===== src/rtl/regfile_pkg.sv =====
// Shared types and dimensions for the 4x2-bit register-file controller.
// State encoding and bank geometry live here so every file agrees on them.
package regfile_pkg;

    localparam int ADDR_W = 2;
    localparam int DATA_W = 2;
    localparam int DEPTH  = 4;

    typedef enum logic [1:0] {
        IDLE  = 2'b00,
        WRITE = 2'b01,
        READ  = 2'b10,
        RESP  = 2'b11
    } state_e;

endpackage


===== src/rtl/regfile_ctrl_decoder.sv =====
// Combinational 2-bit address to 4-bit one-hot decoder with enable.
// A disabled or unknown address yields an all-zero select.
module addr_decoder_2to4
    import regfile_pkg::*;
(
    input  logic              en,
    input  logic [ADDR_W-1:0] addr,
    output logic [DEPTH-1:0]  onehot
);

    // Address to one-hot row select, gated by enable
    always_comb begin
        onehot = 4'b0000;
        if (en) begin
            case (addr)
                2'd0:    onehot = 4'b0001;
                2'd1:    onehot = 4'b0010;
                2'd2:    onehot = 4'b0100;
                2'd3:    onehot = 4'b1000;
                default: onehot = 4'b0000;
            endcase
        end else begin
            onehot = 4'b0000;
        end
    end

endmodule


===== src/rtl/regfile_ctrl.sv =====
// Command/response controller for a 4x2-bit register bank: single-cycle
// write strobes, dual-port read capture and a held read response.
module regfile_ctrl
    import regfile_pkg::*;
(
    input  logic              clk,
    input  logic              reset,
    input  logic              Cmd_Valid,
    output logic              Cmd_Ready,
    input  logic              Cmd_Write,
    input  logic [ADDR_W-1:0] Cmd_Waddr,
    input  logic [DATA_W-1:0] Cmd_Wdata,
    input  logic [ADDR_W-1:0] Cmd_Raddr1,
    input  logic [ADDR_W-1:0] Cmd_Raddr2,
    output logic [DEPTH-1:0]  Write_Select,
    output logic [DATA_W-1:0] Write_Data,
    output logic [DEPTH-1:0]  Read_Select_1,
    output logic [DEPTH-1:0]  Read_Select_2,
    input  logic [DATA_W-1:0] Read_Data_1,
    input  logic [DATA_W-1:0] Read_Data_2,
    output logic              Rsp_Valid,
    input  logic              Rsp_Ready,
    output logic [DATA_W-1:0] Rsp_Data1,
    output logic [DATA_W-1:0] Rsp_Data2
);

    state_e              state_r, next_state_s;
    logic                accept_s;
    logic [ADDR_W-1:0]   waddr_r, raddr1_r, raddr2_r;
    logic [ADDR_W-1:0]   waddr_s, raddr1_s, raddr2_s;
    logic [DEPTH-1:0]    wsel_s, rsel1_s, rsel2_s;
    logic [DEPTH-1:0]    wsel_r, rsel1_r, rsel2_r;
    logic [DATA_W-1:0]   wdata_r, rsp_data1_r, rsp_data2_r;
    logic                rsp_valid_r;

    assign Cmd_Ready = (state_r == IDLE) && !reset;
    assign accept_s  = Cmd_Valid && Cmd_Ready;

    // Next-state logic for the command FSM
    always_comb begin
        next_state_s = state_r;
        case (state_r)
            IDLE: begin
                if (accept_s) begin
                    next_state_s = Cmd_Write ? WRITE : READ;
                end else begin
                    next_state_s = IDLE;
                end
            end
            WRITE: next_state_s = IDLE;
            READ:  next_state_s = RESP;
            RESP: begin
                if (Rsp_Ready) begin
                    next_state_s = IDLE;
                end else begin
                    next_state_s = RESP;
                end
            end
            default: next_state_s = IDLE;
        endcase
    end

    // Selects are registered, so decode the address that the next state will use
    always_comb begin
        waddr_s  = waddr_r;
        raddr1_s = raddr1_r;
        raddr2_s = raddr2_r;
        if (accept_s) begin
            waddr_s  = Cmd_Waddr;
            raddr1_s = Cmd_Raddr1;
            raddr2_s = Cmd_Raddr2;
        end else begin
            waddr_s  = waddr_r;
            raddr1_s = raddr1_r;
            raddr2_s = raddr2_r;
        end
    end

    addr_decoder_2to4 u_wdec  (.en(next_state_s == WRITE), .addr(waddr_s),  .onehot(wsel_s));
    addr_decoder_2to4 u_rdec1 (.en(next_state_s == READ),  .addr(raddr1_s), .onehot(rsel1_s));
    addr_decoder_2to4 u_rdec2 (.en(next_state_s == READ),  .addr(raddr2_s), .onehot(rsel2_s));

    // State, command latches, registered strobes and response capture
    always_ff @(posedge clk or posedge reset) begin
        if (reset) begin
            state_r     <= IDLE;
            waddr_r     <= 2'b00;
            raddr1_r    <= 2'b00;
            raddr2_r    <= 2'b00;
            wdata_r     <= 2'b00;
            wsel_r      <= 4'b0000;
            rsel1_r     <= 4'b0000;
            rsel2_r     <= 4'b0000;
            rsp_valid_r <= 1'b0;
            rsp_data1_r <= 2'b00;
            rsp_data2_r <= 2'b00;
        end else begin
            state_r     <= next_state_s;
            waddr_r     <= waddr_s;
            raddr1_r    <= raddr1_s;
            raddr2_r    <= raddr2_s;
            wsel_r      <= wsel_s;
            rsel1_r     <= rsel1_s;
            rsel2_r     <= rsel2_s;
            rsp_valid_r <= (next_state_s == RESP);
            if (accept_s && Cmd_Write) begin
                wdata_r <= Cmd_Wdata;
            end
            // Bank read buses are valid during the single READ cycle only
            if (state_r == READ) begin
                rsp_data1_r <= Read_Data_1;
                rsp_data2_r <= Read_Data_2;
            end
        end
    end

    assign Write_Select  = wsel_r;
    assign Write_Data    = wdata_r;
    assign Read_Select_1 = rsel1_r;
    assign Read_Select_2 = rsel2_r;
    assign Rsp_Valid     = rsp_valid_r;
    assign Rsp_Data1     = rsp_data1_r;
    assign Rsp_Data2     = rsp_data2_r;

endmodule


===== config.mk =====
export PLATFORM = sky130hd
export DESIGN_NAME = regfile_ctrl
export DESIGN_NICKNAME = d
export VERILOG_FILES = /design/src/rtl/regfile_pkg.sv /design/src/rtl/regfile_ctrl_decoder.sv /design/src/rtl/regfile_ctrl.sv
export SDC_FILE = /design/constraint.sdc
export NUM_CORES = 1
export LEC_CHECK = 0
export ABC_AREA = 1
export CELL_PAD_IN_SITES_DETAIL_PLACEMENT = 0
export CELL_PAD_IN_SITES_GLOBAL_PLACEMENT = 1
export CORE_UTILIZATION = 35
export CTS_CLUSTER_SIZE = 28
export DETAILED_ROUTE_END_ITERATION = 16
export PLACE_DENSITY = 0.88
export SETUP_SLACK_MARGIN = 0.05
export SYNTH_ARGS = -nofsm -noshare
export SYNTH_HDL_FRONTEND = slang
export SYNTH_SLANG_ARGS = --single-unit

===== constraint.sdc =====
create_clock -name clk -period 3.75 [get_ports clk]
set_clock_uncertainty 0.2 [all_clocks]
set_input_delay 0.75 -clock clk [delete_from_list [all_inputs] [get_ports clk]]
set_output_delay 0.75 -clock clk [all_outputs]
set_load 0.02 [all_outputs]

After elaboration in Yosys (flattened, before gate mapping)
Index checks and enable logic that the tools add are counted.

operators by class
  equal/unequal tests = 15
  mux-type cells = 13
  reductions and logical operators = 8

operators with widths
  cell                number
  $pmux 4 s4          3
  $eq 2x2->1 const B  10
  $mux 2              6
  $mux 4              3
  $eq 2x1->1 const B  5
  $logic_not 2->1     4
  $pmux 2 s4          1
  $logic_and 1x1->1   3
  $logic_not 1->1     1

word-level totals
  register bits after elaboration = 27
  input port bits = 17
  output and inout port bits = 20
  word-level logic and storage cells = 47

Logic depth before layout (Yosys ltp)
  depth in word-level cells = 7
  mapped depth = 6
  mapped depth without buffers = 5

Cells and area by module
From an unflattened synthesis, not the netlist that was laid out.

unflattened totals
  cells, all modules = 104
  area, all modules = 1058.5 um2

by module, submodules not included
  module             times used  cells each  area each (um2)  sequential area each (um2)
  regfile_ctrl       1           80          968.4            675.6
  addr_decoder_2to4  3           8           30.0             0.0

Least setup slack after synthesis
No wires, ideal clock.

  kind = input to output
  start point = input port reset
  end point = output port Cmd_Ready
  arrival = 1.205 ns
  required time = 2.800 ns
  path slack = 1.595 ns
  stages on the path = 1
  path buffers = 0
  path through = nor3_1

between the ends
  word-level cells in the longest chain between the ends = 2

ends and longest elaborated chain
  item                       RTL line            text
  start, declared            regfile_ctrl.sv:7   input logic reset,
  $logic_not 1->1 (no line)  -
  $logic_and 1x1->1          regfile_ctrl.sv:36  assign Cmd_Ready = (state_r == IDLE) && !reset;
  end, declared              regfile_ctrl.sv:9   output logic Cmd_Ready,

Every way passes these cells.

Worst setup path in the final report
Ends and elaborated chain as after synthesis.

==> flow_metrics.py <==
metrics = {
    "outcome": {
        "status": "finished clean",
    },
    "synthesis": {
        "synth_cell_types": 16,
        "syn-cell-area_um2": 1120,
        "ys_ff_latch": 27,
        "ys_seq_area_share_pct": 60.1,
        "yosysWarnings": 0,
        "avgSynthCellArea_um2": 10.2,
        "syn-num-nets": 127,
        "synth_top_cell_by_area": "dfrtp_1",
        "syn_inst": 110,
        "synth_top_area_share_pct": 60.1,
        "synth_area_leaders": "dfrtp_1 (60%), nand2_1 (6.7%), inv_1 (5.3%), o21ai_0 (4.0%), mux2_2 (4.0%)",
    },
    "drt": {
        "first_iter_violations": 33,
        "via_per_inst": 4.52,
        "finalWirelength_um": 2230,
        "drc": 0,
        "ant_nets": 0,
        "dr.pass1.iters": 4,
        "wl_per_cell_um": 11.5,
        "via_count": 872,
    },
    "setup_path": {
        "critPathCaptureType": "output port",
        "cp.arrival_ns": 1.95,
        "crit_chain": "clkdlybuf4s50_1 > nor3_1 > clkdlybuf4s50_1",
        "crit_slowest_cell": "clkdlybuf4s50_1",
        "r2r_slack_ns": 1.93,
        "crit_type": "in2out",
        "worstReg2RegEnd": "Write_Select[0]",
        "cp_max_fo": 2,
        "required_ns": 2.80,
        "cpMostUsedCell": "clkdlybuf4s50_1",
        "r2r-start": "state_r[0]",
        "ff2ff_path_depth": 4,
        "critPathLaunchType": "input port",
        "max_stage_delay_ns": 0.62,
    },
    "die": {
        "die_x_um": 58.7,
        "start_util_pct": 36.8,
        "io_pins": 37,
        "core_um2": 3050,
        "rows": 20,
        "die_y_um": 58.7,
        "die-area_um2": 3440,
    },
    "timing": {
        "final_hold_viol_count": 0,
        "hold_ws_ns": 0.314,
        "setup_tns_ns": 0,
        "fin_crit_ns": 2.90,
        "min_period_over_period_pct": 77.3,
        "max_freq_mhz": 345,
        "worst_pin_slew_ns": 0.381,
        "layout_setup_ws_ns": 0.852,
        "grt_setup_unrepaired": "no",
        "setup_violations": 0,
        "slew_headroom_pct": 74.6,
        "finalMaxSlewViolations": 0,
    },
    "clocking": {
        "numCtsBuffers": 3,
        "cts_hold_buf": 0,
        "htree_levels": 1,
        "clk_pin_slew_ns": 0.13,
        "clockBufferDepth": 2,
        "cts_tree": "yes",
        "ctsResizeCount": 0,
        "cts_setup_buffers": 0,
        "cts-root-buf": "clkbuf_4",
        "cts.sinks": 27,
        "clock_latency_ns": 0.31,
    },
    "worst_hold_path": {
        "min_from": "Write_Data[0]",
        "whs_path_depth": 2,
        "min_to": "Write_Data[0]",
        "hold_path_class": "reg2reg",
    },
    "power_and_ir_drop": {
        "comb_power_share_pct": 42.3,
        "p_int_mw": 0.595,
        "p_clk_share_pct": 13.0,
        "power.density_nw_per_um2": 605,
        "leakagePower_nw": 0.764,
        "pwr-share-seq_pct": 44.7,
        "p_total_mw": 0.942,
        "power.switching_mw": 0.347,
        "vdd_drop_max_uv": 194,
        "swShare_pct": 36.8,
    },
    "finish": {
        "multi_input_area_um2": 369,
        "final_common_cell": "clkdlybuf4s50_1",
        "syn_to_final_growth_pct": 38.5,
        "layout.nets": 167,
        "regArea_um2": 676,
        "final_area_um2": 1560,
        "stdcell_count": 193,
        "fillCellCount": 309,
        "diodes": 0,
        "layout_common_cells": "clkdlybuf4s50_1 (36), dfrtp_1 (27), nand2_1 (20), inv_1 (16), nor2_1 (12)",
        "final_util_pct": 51.0,
        "drive_above_1_share_pct": 10.1,
    },
    "place": {
        "place_area_um2": 1530,
        "place.detailed.hpwl_um": 1740,
        "gp_congestion": 0.721,
        "dp_slack_ns": 0.855,
        "numPortBuffers": 36,
        "dpl.cell_count": 189,
    },
    "global_route": {
        "antenna_found_initial": 0,
        "overflow": 0,
        "first_global_vias": 912,
        "gr-usage-all-layers_pct": 14.7,
        "grt_max_degree": 34,
        "grt_pass1_wl_um": 3750,
    },
    "flow_run": {
        "drv_cap": 0,
    },
}
## Yosys cell counts
master   instances
buf_2            1
buf_6            1
dfrtp_1         27
inv_1           16
inv_2            1
mux2_2           4
nand2_1         20
nand3_1          6
nand3_4          1
nand4_1          6
nor2_1          12
nor2_4           1
nor2_8           2
nor3_1           1
o21ai_0          9
o21ai_2          2
## how the worst max path moves through the flow
stage          cells past startpoint  slack, ns   from         to
2_1_floorplan                      1       1.59  reset  Cmd_Ready
3_3_place_gp                       3       0.87  reset  Cmd_Ready
3_5_place_dp                       3       0.86  reset  Cmd_Ready
4_1_cts                            3       0.85  reset  Cmd_Ready
5_1_grt                            3       0.83  reset  Cmd_Ready
6_report                           3       0.85  reset  Cmd_Ready
## cell type report
type | instances | area share, %
clock buffer | 4 | 1.69
inverter | 17 | 4.10
multi-input combinational | 64 | 23.7
timing repair buffer | 37 | 23.6
tap | 44 | 3.53
sequential | 27 | 43.4
## cell families (layout without fill, tap and decap cells)
group	after synthesis	in the layout	synth area share (%)
AO/OA/AOI/OAI	11	11	5.56
buffers and inverters	19	58	7.12
flip-flops	27	27	60.1
multiplexers	4	4	4.00
AND/OR/NAND/NOR	49	49	23.2
## layer usage
layer  share of wire, %  routed length [um]  global-route usage [%]  vias up
li1                   -                   -                       -      430
met5                  0                   0                       0        -
met4               0.76                  17                    7.14        0
met3                5.5                 122                    3.08        2
met2                 56                1240                    29.2       28
met1                 38                 845                    14.2      412
## critical path, delay by kind of cell
family                 cells  cell delay [ns]
buffers and inverters      2             1.05
and+or+nand+nor            1             0.14
## power by group through the flow
stage	logic [mW]	clock network [mW]	registers, mW
after global placement	0.385	0	0.425
final	0.398	0.122	0.421
after global routing	0.438	0.141	0.433
after floorplan	0.188	0	0.482
after CTS	0.403	0.128	0.423
after detailed placement	0.402	0	0.430
No activity file was read; power rests on OpenSTA's default activity.
